[config.mk]
export PLATFORM = sky130hd
export DESIGN_NAME = clk_div_switch_flat
export DESIGN_NICKNAME = d
export VERILOG_FILES = /design/src/rtl/clk_div_switch_pkg.sv /design/src/rtl/clk_div_switch_if.sv /design/src/rtl/clk_div_switch_div_half_cnt.sv /design/src/rtl/clk_div_switch.sv /design/src/flat_wrapper.sv
export SDC_FILE = /design/constraint.sdc
export NUM_CORES = 1
export LEC_CHECK = 0
export CORE_UTILIZATION = 45
export CTS_CLUSTER_DIAMETER = 80
export CTS_CLUSTER_SIZE = 16
export DETAILED_ROUTE_END_ITERATION = 8
export PLACE_DENSITY = 0.71
export SYNTH_ARGS = -nofsm -noshare
export SYNTH_HDL_FRONTEND = slang
export SYNTH_HIERARCHICAL = 1
export SYNTH_SLANG_ARGS = --single-unit
export TNS_END_PERCENT = 20
[constraint.sdc]
create_clock -name clk -period 2.28 [get_ports clk]
set_input_delay 0.228 -clock clk [delete_from_list [all_inputs] [get_ports clk]]
set_output_delay 0.228 -clock clk [all_outputs]
set_load 0.01 [all_outputs]
[src/rtl/clk_div_switch_pkg.sv]
// Shared clocking package for the programmable clock divider.
// Holds the FSM state encoding and the default divide value.
package clk_div_switch_pkg;

  localparam logic [1:0] IDLE = 2'd0;
  localparam logic [1:0] HIGH = 2'd1;
  localparam logic [1:0] LOW  = 2'd2;

  // Divide value loaded at reset: clk_out = clk/4.
  localparam int DEF_DIV_DEFAULT = 1;

  typedef enum logic [1:0] {
    ST_IDLE = IDLE,
    ST_HIGH = HIGH,
    ST_LOW  = LOW
  } state_t;

endpackage

[src/rtl/clk_div_switch_if.sv]
// Control/status bundle of the clock divider.
//   en         run request (level)
//   div_val    requested half-period minus 1
//   div_load   single-cycle strobe capturing div_val
//   clk_out    divided clock
//   rise_stb   strobe on the cycle clk_out goes 0->1
//   fall_stb   strobe on the cycle clk_out goes 1->0
//   div_busy   captured value pending, not yet applied
//   div_done   pulse when the pending value becomes active
//   active_div divide value currently in use
// master: the controlling side; slave: the divider.
interface clk_div_switch_if #(
  parameter int CNT_W = 8
);
  logic             en;
  logic [CNT_W-1:0] div_val;
  logic             div_load;
  logic             clk_out;
  logic             rise_stb;
  logic             fall_stb;
  logic             div_busy;
  logic             div_done;
  logic [CNT_W-1:0] active_div;

  modport master (
    output en, div_val, div_load,
    input  clk_out, rise_stb, fall_stb, div_busy, div_done, active_div
  );

  modport slave (
    input  en, div_val, div_load,
    output clk_out, rise_stb, fall_stb, div_busy, div_done, active_div
  );
endinterface

[src/rtl/clk_div_switch_div_half_cnt.sv]
// Half-period counter for the clock divider.
//   clk     reference clock
//   rst_n   asynchronous active-low reset
//   clr_i   restart the count at 0 on the next edge (else count up)
//   limit_i terminal value (active divide value)
//   tc_o    count has reached limit_i
module div_half_cnt #(
  parameter int CNT_W = 8
) (
  input  logic             clk,
  input  logic             rst_n,
  input  logic             clr_i,
  input  logic [CNT_W-1:0] limit_i,
  output logic             tc_o
);

  logic [CNT_W-1:0] cnt_q;
  logic [CNT_W-1:0] cnt_d;

  // The owner clears on terminal count, so the count never passes limit_i
  // and never wraps.
  assign cnt_d = clr_i ? '0 : cnt_q + CNT_W'(1);
  assign tc_o  = (cnt_q == limit_i);

  always_ff @(posedge clk or negedge rst_n) begin
    if (!rst_n) begin
      cnt_q <= '0;
    end else begin
      cnt_q <= cnt_d;
    end
  end

endmodule

[src/rtl/clk_div_switch.sv]
// Glitch-free programmable clock divider. clk_out has period
// 2*(active_div+1) clk cycles at 50% duty. Divide changes requested while
// running are held pending and applied only at a period boundary, so no
// truncated phase is ever produced. All outputs are registered.
//   clk    reference clock
//   rst_n  asynchronous active-low reset
//   bus    control/status bundle (slave side), see clk_div_switch_if
module clk_div_switch
  import clk_div_switch_pkg::*;
#(
  parameter int CNT_W   = 8,
  parameter int DEF_DIV = DEF_DIV_DEFAULT
) (
  input logic             clk,
  input logic             rst_n,
  clk_div_switch_if.slave bus
);

  state_t           state_q, state_d;
  logic [CNT_W-1:0] active_div_q, active_div_d;
  logic [CNT_W-1:0] pend_q, pend_d;
  logic             busy_q, busy_d;
  logic             done_q, done_d;
  logic             clk_out_q, clk_out_d;
  logic             rise_q, rise_d;
  logic             fall_q, fall_d;
  logic             cnt_clr;
  logic             cnt_tc;

  div_half_cnt #(
    .CNT_W (CNT_W)
  ) u_half_cnt (
    .clk     (clk),
    .rst_n   (rst_n),
    .clr_i   (cnt_clr),
    .limit_i (active_div_q),
    .tc_o    (cnt_tc)
  );

  always_comb begin
    state_d      = state_q;
    active_div_d = active_div_q;
    pend_d       = pend_q;
    busy_d       = busy_q;
    done_d       = 1'b0;
    cnt_clr      = 1'b1;

    case (state_q)
      ST_IDLE: begin
        if (bus.div_load) begin
          active_div_d = bus.div_val;
          busy_d       = 1'b0;
          done_d       = 1'b1;
        end else if (busy_q) begin
          // A load that landed on the final boundary before stopping is
          // still pending; nothing is running, so apply it now.
          active_div_d = pend_q;
          busy_d       = 1'b0;
          done_d       = 1'b1;
        end
        if (bus.en) begin
          state_d = ST_HIGH;
        end
      end

      ST_HIGH: begin
        cnt_clr = cnt_tc;
        if (cnt_tc) begin
          state_d = ST_LOW;
        end
        if (bus.div_load) begin
          pend_d = bus.div_val;
          busy_d = 1'b1;
        end
      end

      ST_LOW: begin
        cnt_clr = cnt_tc;
        if (cnt_tc) begin
          if (busy_q) begin
            active_div_d = pend_q;
            busy_d       = 1'b0;
            done_d       = 1'b1;
          end
          state_d = bus.en ? ST_HIGH : ST_IDLE;
        end
        // A load on the boundary cycle goes to pend and waits for the next
        // boundary; it overrides the busy clear above.
        if (bus.div_load) begin
          pend_d = bus.div_val;
          busy_d = 1'b1;
        end
      end

      default: begin
        state_d = ST_IDLE;
      end
    endcase

    clk_out_d = (state_d == ST_HIGH);
    rise_d    = (state_d == ST_HIGH) && (state_q != ST_HIGH);
    fall_d    = (state_q == ST_HIGH) && (state_d != ST_HIGH);
  end

  always_ff @(posedge clk or negedge rst_n) begin
    if (!rst_n) begin
      state_q      <= ST_IDLE;
      active_div_q <= CNT_W'(DEF_DIV);
      pend_q       <= '0;
      busy_q       <= 1'b0;
      done_q       <= 1'b0;
      clk_out_q    <= 1'b0;
      rise_q       <= 1'b0;
      fall_q       <= 1'b0;
    end else begin
      state_q      <= state_d;
      active_div_q <= active_div_d;
      pend_q       <= pend_d;
      busy_q       <= busy_d;
      done_q       <= done_d;
      clk_out_q    <= clk_out_d;
      rise_q       <= rise_d;
      fall_q       <= fall_d;
    end
  end

  assign bus.clk_out    = clk_out_q;
  assign bus.rise_stb   = rise_q;
  assign bus.fall_stb   = fall_q;
  assign bus.div_busy   = busy_q;
  assign bus.div_done   = done_q;
  assign bus.active_div = active_div_q;

endmodule

[src/flat_wrapper.sv]
// flat-port wrapper written by rule: the top's interface ports become plain ports
module clk_div_switch_flat import clk_div_switch_pkg::*;
#(
  parameter int CNT_W   = 8,
  parameter int DEF_DIV = DEF_DIV_DEFAULT
)
  (clk, rst_n, bus_en, bus_div_val, bus_div_load, bus_clk_out, bus_rise_stb, bus_fall_stb, bus_div_busy, bus_div_done, bus_active_div);
  clk_div_switch_if #(.CNT_W(CNT_W)) bus_i ();
  input logic clk;
  input logic rst_n;
  input wire logic [$bits(bus_i.en)-1:0] bus_en;
  input wire logic [$bits(bus_i.div_val)-1:0] bus_div_val;
  input wire logic [$bits(bus_i.div_load)-1:0] bus_div_load;
  output wire logic [$bits(bus_i.clk_out)-1:0] bus_clk_out;
  output wire logic [$bits(bus_i.rise_stb)-1:0] bus_rise_stb;
  output wire logic [$bits(bus_i.fall_stb)-1:0] bus_fall_stb;
  output wire logic [$bits(bus_i.div_busy)-1:0] bus_div_busy;
  output wire logic [$bits(bus_i.div_done)-1:0] bus_div_done;
  output wire logic [$bits(bus_i.active_div)-1:0] bus_active_div;
  assign bus_i.en = bus_en;
  assign bus_i.div_val = bus_div_val;
  assign bus_i.div_load = bus_div_load;
  assign bus_clk_out = bus_i.clk_out;
  assign bus_rise_stb = bus_i.rise_stb;
  assign bus_fall_stb = bus_i.fall_stb;
  assign bus_div_busy = bus_i.div_busy;
  assign bus_div_done = bus_i.div_done;
  assign bus_active_div = bus_i.active_div;
  clk_div_switch #(.CNT_W(CNT_W), .DEF_DIV(DEF_DIV)) u_core (.clk(clk), .rst_n(rst_n), .bus(bus_i));
endmodule
==> impl_metrics.yaml, run 1 <==
global_route:
  grt_pass1_vias: 1116
  grt_pass1_wl_mm: 5.03
  grt_antenna_before_repair: 0
  grt_max_degree: 32
  overflow: 0
  grtUsageTotal: 0.195
clock_network:
  clock-sinks: 31
  cts_tree: "yes"
  clkTransAtPathRegs_ns: 0.08
  clock_latency_ns: 0.32
  cts_made_buffers: 5
  cts_buffer_depth: 2
  cts_setup_buffers: 0
  clock-root-buffer: "clkbuf_4"
  holdBufCountCts: 0
  cts_resized: 0
  htreeDepth: 2
detailed_routing:
  via_per_inst: 5.30
  drt_first_iter_violations: 59
  vias: 1145
  drt_first_pass_iters: 5
  route.detailed.drc: 0
  drt_wl_total_mm: 3.03
  wl_per_cell_um: 14.0
  antenna_left: 0
die:
  dieHeight_um: 59.9
  core_area_um2: 3130
  fp-row-count: 20
  initial_core_util: 0.482
  pin_count: 25
  die_area_um2: 3590
  fp.dieW_um: 59.9
final_layout:
  drive_gt1_frac: 0.128
  n_fill_cell: 297
  post-route-util: 0.590
  syn_to_final_growth_pct: 22.2
  multi_input_area_um2: 686
  nets: 189
  n_antenna_cell: 0
  seqCellArea_um2: 777
setup_path:
  worst_ep_arrival_time_ns: 2.17
  crit_path_start: "u_core/bus.active_div[0]"
  criticalPathCategory: "flip-flop to flip-flop"
  start_kind: "flip-flop"
  crit_fanout: 9
  cp-end-kind: "flip-flop"
  r2r-start: "u_core/bus.active_div[0]"
  required_ns: 2.52
synth:
  synthCells: 142
  synth_fp_nets: 160
  yosys_warnings: 6
  syn-mean-instance-area_um2: 10.6
  yosysSeqAreaShare: 0.515
  synth_seq_cells: 31
  syn_area_um2: 1510
  yosys.cell_types.count: 31
timing:
  setup_viol: 0
  hold_viol_final: 0
  post-route-period-util: 0.845
  final.min_clock_period_ns: 1.93
  fin_tns_setup_ns: 0
  final.setup_skew_ns: 0.00416
  slew_viol_final: 0
  max_freq_mhz: 519
  slew_headroom: 0.744
  hold_ws_ns: 0.300
  worst_pin_slew_ns: 0.382
  rsz0062_at_grt: "no"
run_status:
  status: "complete, no violations"
power:
  p_per_area_nw_per_um2: 1180
  power.leakage_nw: 0.774
  irDropWorstVdd_uv: 519
placed_design:
  dp_hpwl_mm: 2.38
  place.gp.congestion: 0.858
  numPortBuffers: 24
job:
  drv_cap: 0
hold_path:
  hold_class: "input pin to asynchronous set/reset pin"
## metal layers
layer	vias to the layer above	routed length (µm)	GRT usage
li1	557	-	-
met4	0	16	0.0598
met2	29	1550	0.332
met1	557	1310	0.232
met5	-	0	0
met3	2	157	0.0671
## cells in the mapped netlist, drive strengths merged
cell type	instances	area [µm²]
dfrtp	30	751
nor2	15	56.3
a21oi	13	68.8
mux2	9	105
xnor2	9	78.8
inv	8	30.0
nand2	8	32.5
o21ai	8	40.0
o22ai	8	50.1
ha	6	75.1
nand3	5	25.0
nand4	4	31.3
nor2b	3	18.8
or3	3	18.8
buf	2	12.5
xor2	2	17.5
a21boi	1	18.8
a31o	1	8.76
clkbuf	1	3.75
dfstp	1	26.3
nand2b	1	8.76
o2111ai	1	8.76
o211ai	1	7.51
o21a	1	7.51
or2b	1	7.51
## path summary, 6_finish.rpt
check	endpoint	cells after the start	slack (ns)
max in group asynchronous	u_core/bus.active_div[0]	2	1.66
setup reg to reg	u_core/bus.active_div[1]	7	0.35
hold / removal	u_core/state_q[0]	2	0.30
min in group clk	u_core/pend_q[6]	1	0.51
setup / recovery	u_core/bus.active_div[1]	7	0.35
hold reg to reg	u_core/pend_q[6]	1	0.51
## logic make-up after synthesis
logic type / count (synthesis) / synth area share
multiplexers: 9 / 0.0697
XOR/XNOR: 11 / 0.0639
AND/OR/NAND/NOR: 40 / 0.132
adder cells (fa/ha/maj): 6 / 0.0497
buffers and inverters: 11 / 0.0307
AO/OA/AOI/OAI: 34 / 0.139
flip-flops: 31 / 0.515
## cell type report
cell class,count,area share
multi-input cells,100,0.372
flip-flops and latches,31,0.421
repair buffers,25,0.134
inverters,8,0.0163
clock buffers,8,0.0265
well taps,44,0.0299
## worst max-delay path, stage by stage, from the launching register on
cell and delay (ns):
dfstp_2 0.56, xnor2_1 0.12, nand4_1 0.10, nor2_1 0.32, mux2_4 0.29, a21boi_4 0.27
nor2_1 0.08, a21oi_1 0.12
## state kept, by name, summed over array words and instances (netlist names)
name                     count
u_core/u_half_cnt/cnt_q      8
u_core/bus.fall_stb          1
u_core/pend_q                8
u_core/bus.rise_stb          1
u_core/state_q               2
u_core/bus.clk_out           1
u_core/bus.div_busy          1
u_core/bus.active_div        8
u_core/bus.div_done          1
## cell usage in the layout, fill, tap and decap left out
cell type / synthesis / layout
mux2_4: 1 / 1
mux2_2: 8 / 8
nand2_1: 7 / 7
o211ai_1: 1 / 1
xnor2_1: 9 / 9
clkbuf_4: 0 / 5
clkbuf_1: 1 / 3
ha_1: 6 / 6
buf_4: 1 / 1
nand2_2: 1 / 1
a21boi_4: 1 / 1
o21ai_1: 1 / 1
nand3_1: 5 / 5
a31o_2: 1 / 1
o21ai_0: 7 / 7
a21oi_1: 12 / 12
nor2b_1: 3 / 3
nor2_1: 15 / 15
o22ai_1: 8 / 8
nand2b_2: 1 / 1
xor2_1: 2 / 2
dfstp_2: 1 / 1
o21a_1: 1 / 1
dfrtp_1: 30 / 30
or2b_1: 1 / 1
a21oi_2: 1 / 1
nand4_1: 3 / 3
inv_1: 8 / 8
or3_1: 3 / 3
o2111ai_1: 1 / 1
nand4_2: 1 / 1
clkdlybuf4s50_1: 0 / 24
## power breakdown
part	internal [W]	leakage, nW	switching (W)
Sequential	0.000771	0.379	0.000199
Combinational	0.000499	0.369	0.000412
Clock	0.000123	0.0265	0.000164
Total	0.00139	0.774	0.000775
## through the flow
step | setup slack (ns) | area (µm²) | instances | power (W)
after floorplan | 0.550 | 1510 | 142 | 0.00150
after CTS | 0.335 | 1840 | 216 | 0.00219
after global placement | 0.407 | 1800 | 208 | 0.00186
after global routing | 0.222 | 1840 | 216 | 0.00233
final | 0.353 | 1840 | 216 | 0.00217
after detailed placement | 0.360 | 1800 | 208 | 0.00190
Note: power is estimated with default switching activity, not from simulation.
==> inputs of run 2 (changes only) <==
PLACE_DENSITY = 0.74   (was 0.71)
clock period = 1.6 ns   (was 2.28 ns; I/O delays follow)
==> run 2 against run 1 <==
  * Cell area rose by 8.1%
  * The flow now finishes with violations (setup timing)
  * Final cell count rose by 6.5%
  * Highest routed layer unchanged
  * Critical path type unchanged
  * Non-clock buffer count rose by 14
  * Worst hold slack got worse by 0.080 ns
  * Utilization rose by 4.8 points
  * Clock skew rose by 0.0045 ns
  * Clock power rose by 120%
  * Via count rose by 1.8%
==> impl_metrics.yaml, run 2 (synthesis results as in run 1) <==
run_status:
  status: "complete, but fails checks"
  violations: "setup timing"
detailed_routing:
  wl_per_cell_um: 13.1
  wl_met1_mm: 1.38
  topRoutingLayerUsed: "met4"
  drt_first_iter_violations: 36
  via_per_inst: 5.07
  route.detailed.drc: 0
  antenna_left: 0
  wl_met2_mm: 1.44
  drt_first_pass_iters: 4
  route.met3.wl_um: 129
  drt_wl_total_mm: 3.01
  vias: 1166
final_layout:
  finalInstanceArea_um2: 1990
  drive_gt1_frac: 0.226
  syn_to_final_growth_pct: 32.1
  stdcell_count: 230
  n_antenna_cell: 0
  final_cell_mix: "dfrtp_1, clkdlybuf4s50_1, buf_4"
  layout_commonest_cell: "dfrtp_1"
  post-route-util: 0.637
  nets: 203
power:
  power.leakage_nw: 0.867
  irDropWorstVdd_uv: 891
  p_per_area_nw_per_um2: 1730
  power.total_w: 0.00344
placed_design:
  numPortBuffers: 24
  place.gp.congestion: 0.857
  dp_hpwl_mm: 2.30
  dp.cells: 222
  place_area_um2: 1900
timing:
  post-route-period-util: 1.03
  hold_viol_final: 0
  slew_viol_final: 0
  worst_pin_slew_ns: 0.380
  final.setup_skew_ns: 0.00869
  setup_viol: 1
  final.min_clock_period_ns: 1.65
  rsz0062_at_grt: "yes"
  slew_headroom: 0.747
  max_freq_mhz: 606
  fin_ws_ns: -0.0495
setup_path:
  crit_path_cell_trace: "xnor2_1, nand4_1, nor2_2, buf_4, nand3_1, a31o_2, o21a_1"
  max_stage_delay_ns: 0.55
  r2r_cells: 7
  path_depth: 7
  required_ns: 1.82
  r2r_end: "u_core/bus.fall_stb"
  r2r-start: "u_core/bus.active_div[0]"
  r2r_slack_ns: -0.05
  crit_buf_inv: 1
  crit_end: "u_core/bus.fall_stb"
  crit_fanout: 6
  cp-end-kind: "flip-flop"
  worst_ep_arrival_time_ns: 1.87
  start_kind: "flip-flop"
  crit_family: "flip-flops"
  crit_path_start: "u_core/bus.active_div[0]"
  criticalPathCategory: "flip-flop to flip-flop"
  crit_path_top_delay_cell: "dfstp_2"
clock_network:
  clock_latency_ns: 0.32
  clock-root-buffer: "clkbuf_4"
  clkTransAtPathRegs_ns: 0.10
  cts_made_buffers: 5
  cts_buffer_depth: 2
  cts_tree: "yes"
  htreeDepth: 2
  clock-sinks: 31
job:
  drv_cap: 0
die:
  dieHeight_um: 59.9
  die_area_um2: 3590
  initial_core_util: 0.482
  pin_count: 25
  core_area_um2: 3130
  fp-row-count: 20
  fp.dieW_um: 59.9
global_route:
  grt_pass1_vias: 1199
  grt_pass1_wl_mm: 5.30
  grt_antenna_before_repair: 0
  grt_max_degree: 32
  overflow: 0
  grtUsageTotal: 0.205
hold_path:
  hold_class: "input pin to asynchronous set/reset pin"
## run 2: cell count changes in the layout (fill, tap and decap cells not counted), moves of 2 or more
cell	previous run	this run
nand2_1	7	5
nand2_2	1	3
buf_4	1	15
clkbuf_1	3	0
## run 2: report_power, final
| group | internal [W] | leakage, nW | switching [W] |
|---|---|---|---|
| clock | 0.000369 | 0.0482 | 0.000263 |
| sequential | 0.00110 | 0.379 | 0.000211 |
| combinational | 0.000827 | 0.439 | 0.000676 |
| total | 0.00229 | 0.867 | 0.00115 |
## run 2: stage by stage
| stage | worst slack (ns) | setup TNS, ns | hold slack, ns |
|---|---|---|---|
| after floorplan | -0.0533 | -0.408 | -0.136 |
| after global placement | 0.0559 | 0 | 0.487 |
| after detailed placement | -0.0198 | -0.0198 | 0.496 |
| after CTS | -0.0433 | -0.0442 | 0.227 |
| after global routing | -0.165 | -1.33 | 0.232 |
| final | -0.0495 | -0.0495 | 0.220 |
## run 2: what timing repair did
| action | CTS | global route |
|---|---|---|
| hold buffers | 0 | 0 |
| setup endpoints to repair | 10 | 22 |
| gates resized for setup | 2 | 2 |
| pin swaps | 0 | 2 |
| setup buffers | 0 | 0 |
## run 2: routing by layer
| layer | global-route usage | up-vias |
|---|---|---|
| li1 | - | 584 |
| met1 | 0.251 | 546 |
| met2 | 0.324 | 30 |
| met3 | 0.0563 | 6 |
| met4 | 0.120 | 0 |
| met5 | 0 | - |
## run 2: final cells by class
class	count	area [µm²]
clock buffers	6	51.3
clock inverters	2	35.0
fillers	255	1130
inverters	8	30.0
multi-input cells	100	693
flip-flops and latches	31	777
well taps	44	55.1
repair buffers	39	352
## run 2: worst min-delay path by stage
stage,slack [ns],cells after the start,end
finish,0.22,2,u_core/bus.active_div[1]
global route,0.23,2,u_core/bus.clk_out
CTS,0.23,2,u_core/bus.active_div[1]
detailed placement,0.50,1,u_core/pend_q[0]
global placement,0.49,1,u_core/pend_q[5]
floorplan,-0.14,0,u_core/bus.active_div[1]
==> inputs of run 3 (changes only) <==
ABC_AREA = 1   (was unset)
PLACE_DENSITY = 0.73   (was 0.74)
clock period = 1.4 ns   (was 1.6 ns; I/O delays follow)
==> run 3 against run 2 <==
  * Utilization up 6.3 points
  * Sequential share of layout area shrank 7.0 points
  * Cell area grew 22%
  * Wire length up 25%
  * Critical endpoint is now u_core/state_q[1]
  * Via count rose by 30%
  * Clock power up 45%
  * Worst hold slack lost 0.0080 ns
  * Maximum frequency is 1.7% higher
  * Clock skew down 0.0047 ns
  * The flow still finishes with violations (setup timing)
  * Worst setup slack lost 0.17 ns
  * Synthesized cell count rose by 42%
  * Highest routed layer unchanged
  * Die area increased by 11%
==> impl_metrics.yaml, run 3 <==
run_status:
  status: "complete, but fails checks"
  violations: "setup timing"
synth:
  yosys.cell_types.count: 26
  synthTopCellsByArea: "dfrtp_1, nand2_1, a21oi_1"
  synth_seq_cells: 31
  syn_area_um2: 1680
  synthCells: 202
  synth_top_area_share: 0.446
  synth_ff_type: "dfrtp_1"
  yosysMostFrequentCell: "nand2_1"
  synth_fp_nets: 220
  synth_edf_count: 0
  async_reset_ff_frac: 1.00
  yosysSeqAreaShare: 0.461
  synth_commonest_cells: "nand2_1, dfrtp_1, a21oi_1"
  yosys.area.top_type: "dfrtp_1"
  yosys_warnings: 6
  syn-mean-instance-area_um2: 8.34
hold_path:
  hold_class: "input pin to asynchronous set/reset pin"
detailed_routing:
  drt_first_pass_iters: 4
  antenna_left: 0
  route.detailed.drc: 0
  via_per_inst: 4.91
  drt_wl_total_mm: 3.77
  vias: 1512
  wl_per_cell_um: 12.2
  drt_first_iter_violations: 74
placed_design:
  dp_hpwl_mm: 2.72
  numPortBuffers: 24
  place_ws_ns: -0.237
  place_area_um2: 2230
  place.gp.congestion: 0.816
setup_path:
  start_kind: "flip-flop"
  crit_path_start: "u_core/bus.active_div[0]"
  required_ns: 1.62
  worst_ep_arrival_time_ns: 1.84
  r2r_end: "u_core/state_q[1]"
  r2r_cells: 11
  r2r-start: "u_core/bus.active_div[0]"
  cp-end-kind: "flip-flop"
  criticalPathCategory: "flip-flop to flip-flop"
  r2r_slack_ns: -0.22
  crit_fanout: 5
job:
  drv_cap: 0
power:
  power.leakage_nw: 1.17
  p_per_area_nw_per_um2: 1940
  irDropWorstVdd_uv: 1130
  power.total_w: 0.00473
timing:
  rsz0062_at_grt: "yes"
  hold_viol_final: 0
  post-route-period-util: 1.16
  fin_ws_ns: -0.222
  slew_headroom: 0.828
  worst_pin_slew_ns: 0.258
  max_freq_mhz: 617
  slew_viol_final: 0
  final.setup_skew_ns: 0.00399
  setup_viol: 31
  final.min_clock_period_ns: 1.62
final_layout:
  finalInstanceArea_um2: 2430
  n_antenna_cell: 0
  seqCellArea_um2: 777
  nets: 279
  final_cell_mix: "nand2_1, dfrtp_1, buf_4"
  drive_gt1_frac: 0.344
  post-route-util: 0.701
  layout_commonest_cell: "nand2_1"
  n_fill_cell: 288
  syn_to_final_growth_pct: 44.3
  multi_input_area_um2: 886
die:
  fp-row-count: 21
  fp.dieW_um: 63.2
  pin_count: 25
  initial_core_util: 0.486
  die_area_um2: 3990
  core_area_um2: 3470
  dieHeight_um: 63.2
global_route:
  grt_max_degree: 32
  overflow: 0
  grtUsageTotal: 0.213
  grt_pass1_vias: 1434
  grt_antenna_before_repair: 0
  grt_pass1_wl_mm: 6.44
clock_network:
  clock_latency_ns: 0.28
  clock-root-buffer: "clkbuf_8"
  clkTransAtPathRegs_ns: 0.06
  cts_made_buffers: 5
  clock-sinks: 31
  cts_tree: "yes"
  cts_buffer_depth: 2
  htreeDepth: 2
-- run 3: worst max-delay path by stage --
stage | to | cells past startpoint
final | u_core/state_q[1] | 11
after global routing | u_core/state_q[1] | 11
after CTS | u_core/bus.active_div[3] | 11
after detailed placement | u_core/bus.active_div[3] | 11
after global placement | u_core/bus.active_div[0] | 11
after floorplan | u_core/bus.active_div[6] | 11
-- run 3: cell families (layout without fill, tap and decap cells) --
family                   count (synthesis)  after routing  share of synthesized area
AND/OR/NAND/NOR                         78             79                      0.210
adder cells (fa/ha/maj)                  6              6                     0.0446
flip-flops                              31             31                      0.461
AO/OA/AOI/OAI                           47             47                      0.152
multiplexers                             8              8                     0.0535
buffers and inverters                   32             91                     0.0787
-- run 3: metrics by stage --
step	cells	hold slack (ns)	setup TNS [ns]
after floorplan	202	-0.156	-2.00
after global placement	298	0.489	-2.96
after detailed placement	298	0.497	-4.10
after CTS	308	0.214	-2.60
after global routing	308	0.249	-6.34
final	308	0.212	-3.13
-- run 3: cell type report --
cell class                 instances  share of cell area
multi-input combinational        140               0.365
sequential                        31               0.320
timing repair buffer              53               0.194
inverter                          30              0.0499
clock buffer                       6              0.0340
tap                               46              0.0237
clock inverter                     2              0.0144
-- run 3: worst max-delay path, stage by stage, from the launching register on --
cell and delay [ns]:
dfstp_2 0.55, nand2_2 0.05, clkinv_1 0.04, nor2_1 0.03, nor2_1 0.11, nand2_2 0.08
nor2_4 0.15, inv_2 0.08, o21ai_1 0.16, nand2_2 0.09, buf_4 0.14, nor2_2 0.08
-- run 3: routing by layer --
metal / GRT usage / part of all wire / vias to the layer above
met1: 0.267 / 0.46 / 703
met4: 0.0852 / 0.017 / 0
met2: 0.349 / 0.49 / 27
li1: - / - / 776
met3: 0.0543 / 0.029 / 6
met5: 0 / 0 / -
-- run 3: power breakdown --
group | switching, W | total [W] | internal, W
clock | 0.000339 | 0.000914 | 0.000575
combinational | 0.00120 | 0.00231 | 0.00111
sequential | 0.000241 | 0.00151 | 0.00127
-- run 3: what timing repair did --
item / 4_1_cts / 5_1_grt
cloned: 1 / 0
hold buffers: 0 / 0
pin swaps: 9 / 4
setup buffers: 1 / 0
setup endpoints to repair: 40 / 31
gates resized for setup: 18 / 14
==> patch, RTL diff (settings of run 3) <==
`CNT_W` is set to 8 in 4 places; all go to 7.
--- a/src/rtl/clk_div_switch_if.sv
+++ b/src/rtl/clk_div_switch_if.sv
@@ -10,7 +10,7 @@
 //   active_div divide value currently in use
 // master: the controlling side; slave: the divider.
 interface clk_div_switch_if #(
-  parameter int CNT_W = 8
+  parameter int CNT_W = 7
 );
   logic             en;
   logic [CNT_W-1:0] div_val;
--- a/src/rtl/clk_div_switch_div_half_cnt.sv
+++ b/src/rtl/clk_div_switch_div_half_cnt.sv
@@ -5,7 +5,7 @@
 //   limit_i terminal value (active divide value)
 //   tc_o    count has reached limit_i
 module div_half_cnt #(
-  parameter int CNT_W = 8
+  parameter int CNT_W = 7
 ) (
   input  logic             clk,
   input  logic             rst_n,
--- a/src/rtl/clk_div_switch.sv
+++ b/src/rtl/clk_div_switch.sv
@@ -8,7 +8,7 @@
 module clk_div_switch
   import clk_div_switch_pkg::*;
 #(
-  parameter int CNT_W   = 8,
+  parameter int CNT_W   = 7,
   parameter int DEF_DIV = DEF_DIV_DEFAULT
 ) (
   input logic             clk,
--- a/src/flat_wrapper.sv
+++ b/src/flat_wrapper.sv
@@ -1,7 +1,7 @@
 // flat-port wrapper written by rule: the top's interface ports become plain ports
 module clk_div_switch_flat import clk_div_switch_pkg::*;
 #(
-  parameter int CNT_W   = 8,
+  parameter int CNT_W   = 7,
   parameter int DEF_DIV = DEF_DIV_DEFAULT
 )
   (clk, rst_n, bus_en, bus_div_val, bus_div_load, bus_clk_out, bus_rise_stb, bus_fall_stb, bus_div_busy, bus_div_done, bus_active_div);
Interface: changed (resized bus_active_div and bus_div_val); port bits go from 25 to 23. No check against the original RTL was run, so the function may have changed too.
==> patch against run 3 <==
The run still ends with setup timing left; count of clock-buffer cells in the layout shrank 3; non-clock buffer count shrank 8; routed wire length decreased by 13%; sequential cell count shrank 3; worst setup slack better by 0.066 ns; area after synthesis is 6.1% lower; design area decreased by 12%; critical path type unchanged.
Power is not compared: it rests on default switching activity, and its combinational part moved more than twofold at a synthesized area within 25%.
==> patch: results (changes against run 3) <==
The flow ran to the end, but the final reports show violations. The final reports fail on setup timing. The number of setup buffers added after CTS is 0 (-1). The count of plain and timing-repair buffers in the layout is 45 (-15%).

The first-pass GRT wire length is 5.54 mm (-14%). The met1 layer usage reported by global route is 0.279 (+0.0125). The global routing met2 resource utilization came to 0.331 (-0.0187).

The final-layout clock buffer total came to 3 (-3). The finished layout cell area is 2130 µm² (-12%). The accumulated negative setup slack came out at -1.64 ns (+1.50 ns). The worst path setup slack after routing is -0.156 ns (+0.0661 ns). The final net count is 253 (-9.3%). The via count was 1355 (-10%). The number of vias per cell after detailed routing is 4.82 (-1.8%).

The root buffer cell chosen for the clock tree is clkbuf_4. The headroom to the max-slew limit came out at 0.810 (-0.0184). The total number of H-tree levels is 1 (-1). By area the synthesized netlist is led by dfrtp_1, nand2_1, mux2_4. The total of endpoints with negative setup slack in the final report came to 21 (-32%). The highest achievable clock rate is 643 MHz (+4.2%). The met3 wire length was 115 µm (+4.5%). The number of non-clock inverters came to 25 (-17%). The number of distinct library cell variants in the gate-level netlist after synthesis came out at 23 (-12%). The worst setup slack after placement is -0.135 ns (+0.102 ns). The largest net degree at the start of global routing is 29 (-9.4%).
patch: cell count changes after synthesis, sizes merged, moves of 7 or more:
| cell | before | now |
|---|---|---|
| o211ai | 0 | 7 |
| a21oi | 28 | 6 |
| nand2 | 47 | 62 |
| nand3 | 5 | 18 |
| o22ai | 8 | 0 |
| nor2 | 25 | 17 |
patch: worst paths after layout:
kind | startpoint | end | slack (ns) | cells past startpoint
worst max-delay path | u_core/bus.active_div[0]$_DFFE_PN1P_ | u_core/bus.active_div[2]$_DFFE_PN0P_ | -0.16 | 11
max in group asynchronous | rst_n | u_core/bus.active_div[0]$_DFFE_PN1P_ | 1.03 | 2
worst min-delay path | rst_n | u_core/u_half_cnt/cnt_q[6]$_DFF_PN0_ | 0.14 | 2
worst min register to register | u_core/pend_q[3]$_DFFE_PN0P_ | u_core/pend_q[3]$_DFFE_PN0P_ | 0.53 | 1
worst max register to register | u_core/bus.active_div[0]$_DFFE_PN1P_ | u_core/bus.active_div[2]$_DFFE_PN0P_ | -0.16 | 11
min in group clk | bus_div_val[2] | u_core/pend_q[2]$_DFFE_PN0P_ | 0.45 | 2
patch: what timing repair did:
action / in CTS / in global routing
pin swaps: 4 / 2
gates resized for setup: 19 / 8
endpoints found under the setup margin: 35 / 23
patch: cell families after synthesis:
group / share of synthesized area
AOI/OAI and AO/OA: 0.0839
xor gates and xnor gates: 0.0111
adders and majority gates: 0.0475
buffers and inverters: 0.0696
DFF: 0.444
muxes: 0.0665
and+or+nand+nor: 0.278
patch: critical path: stages (launching register included):
cell and delay [ns]:
dfstp_2 0.58, inv_2 0.03, nand2_1 0.04, nand2_1 0.05, nor2_1 0.07, nand2_1 0.09, nor2_4 0.14, inv_4 0.07
a21oi_4 0.16, buf_4 0.14, o211ai_1 0.07, nand2_1 0.07
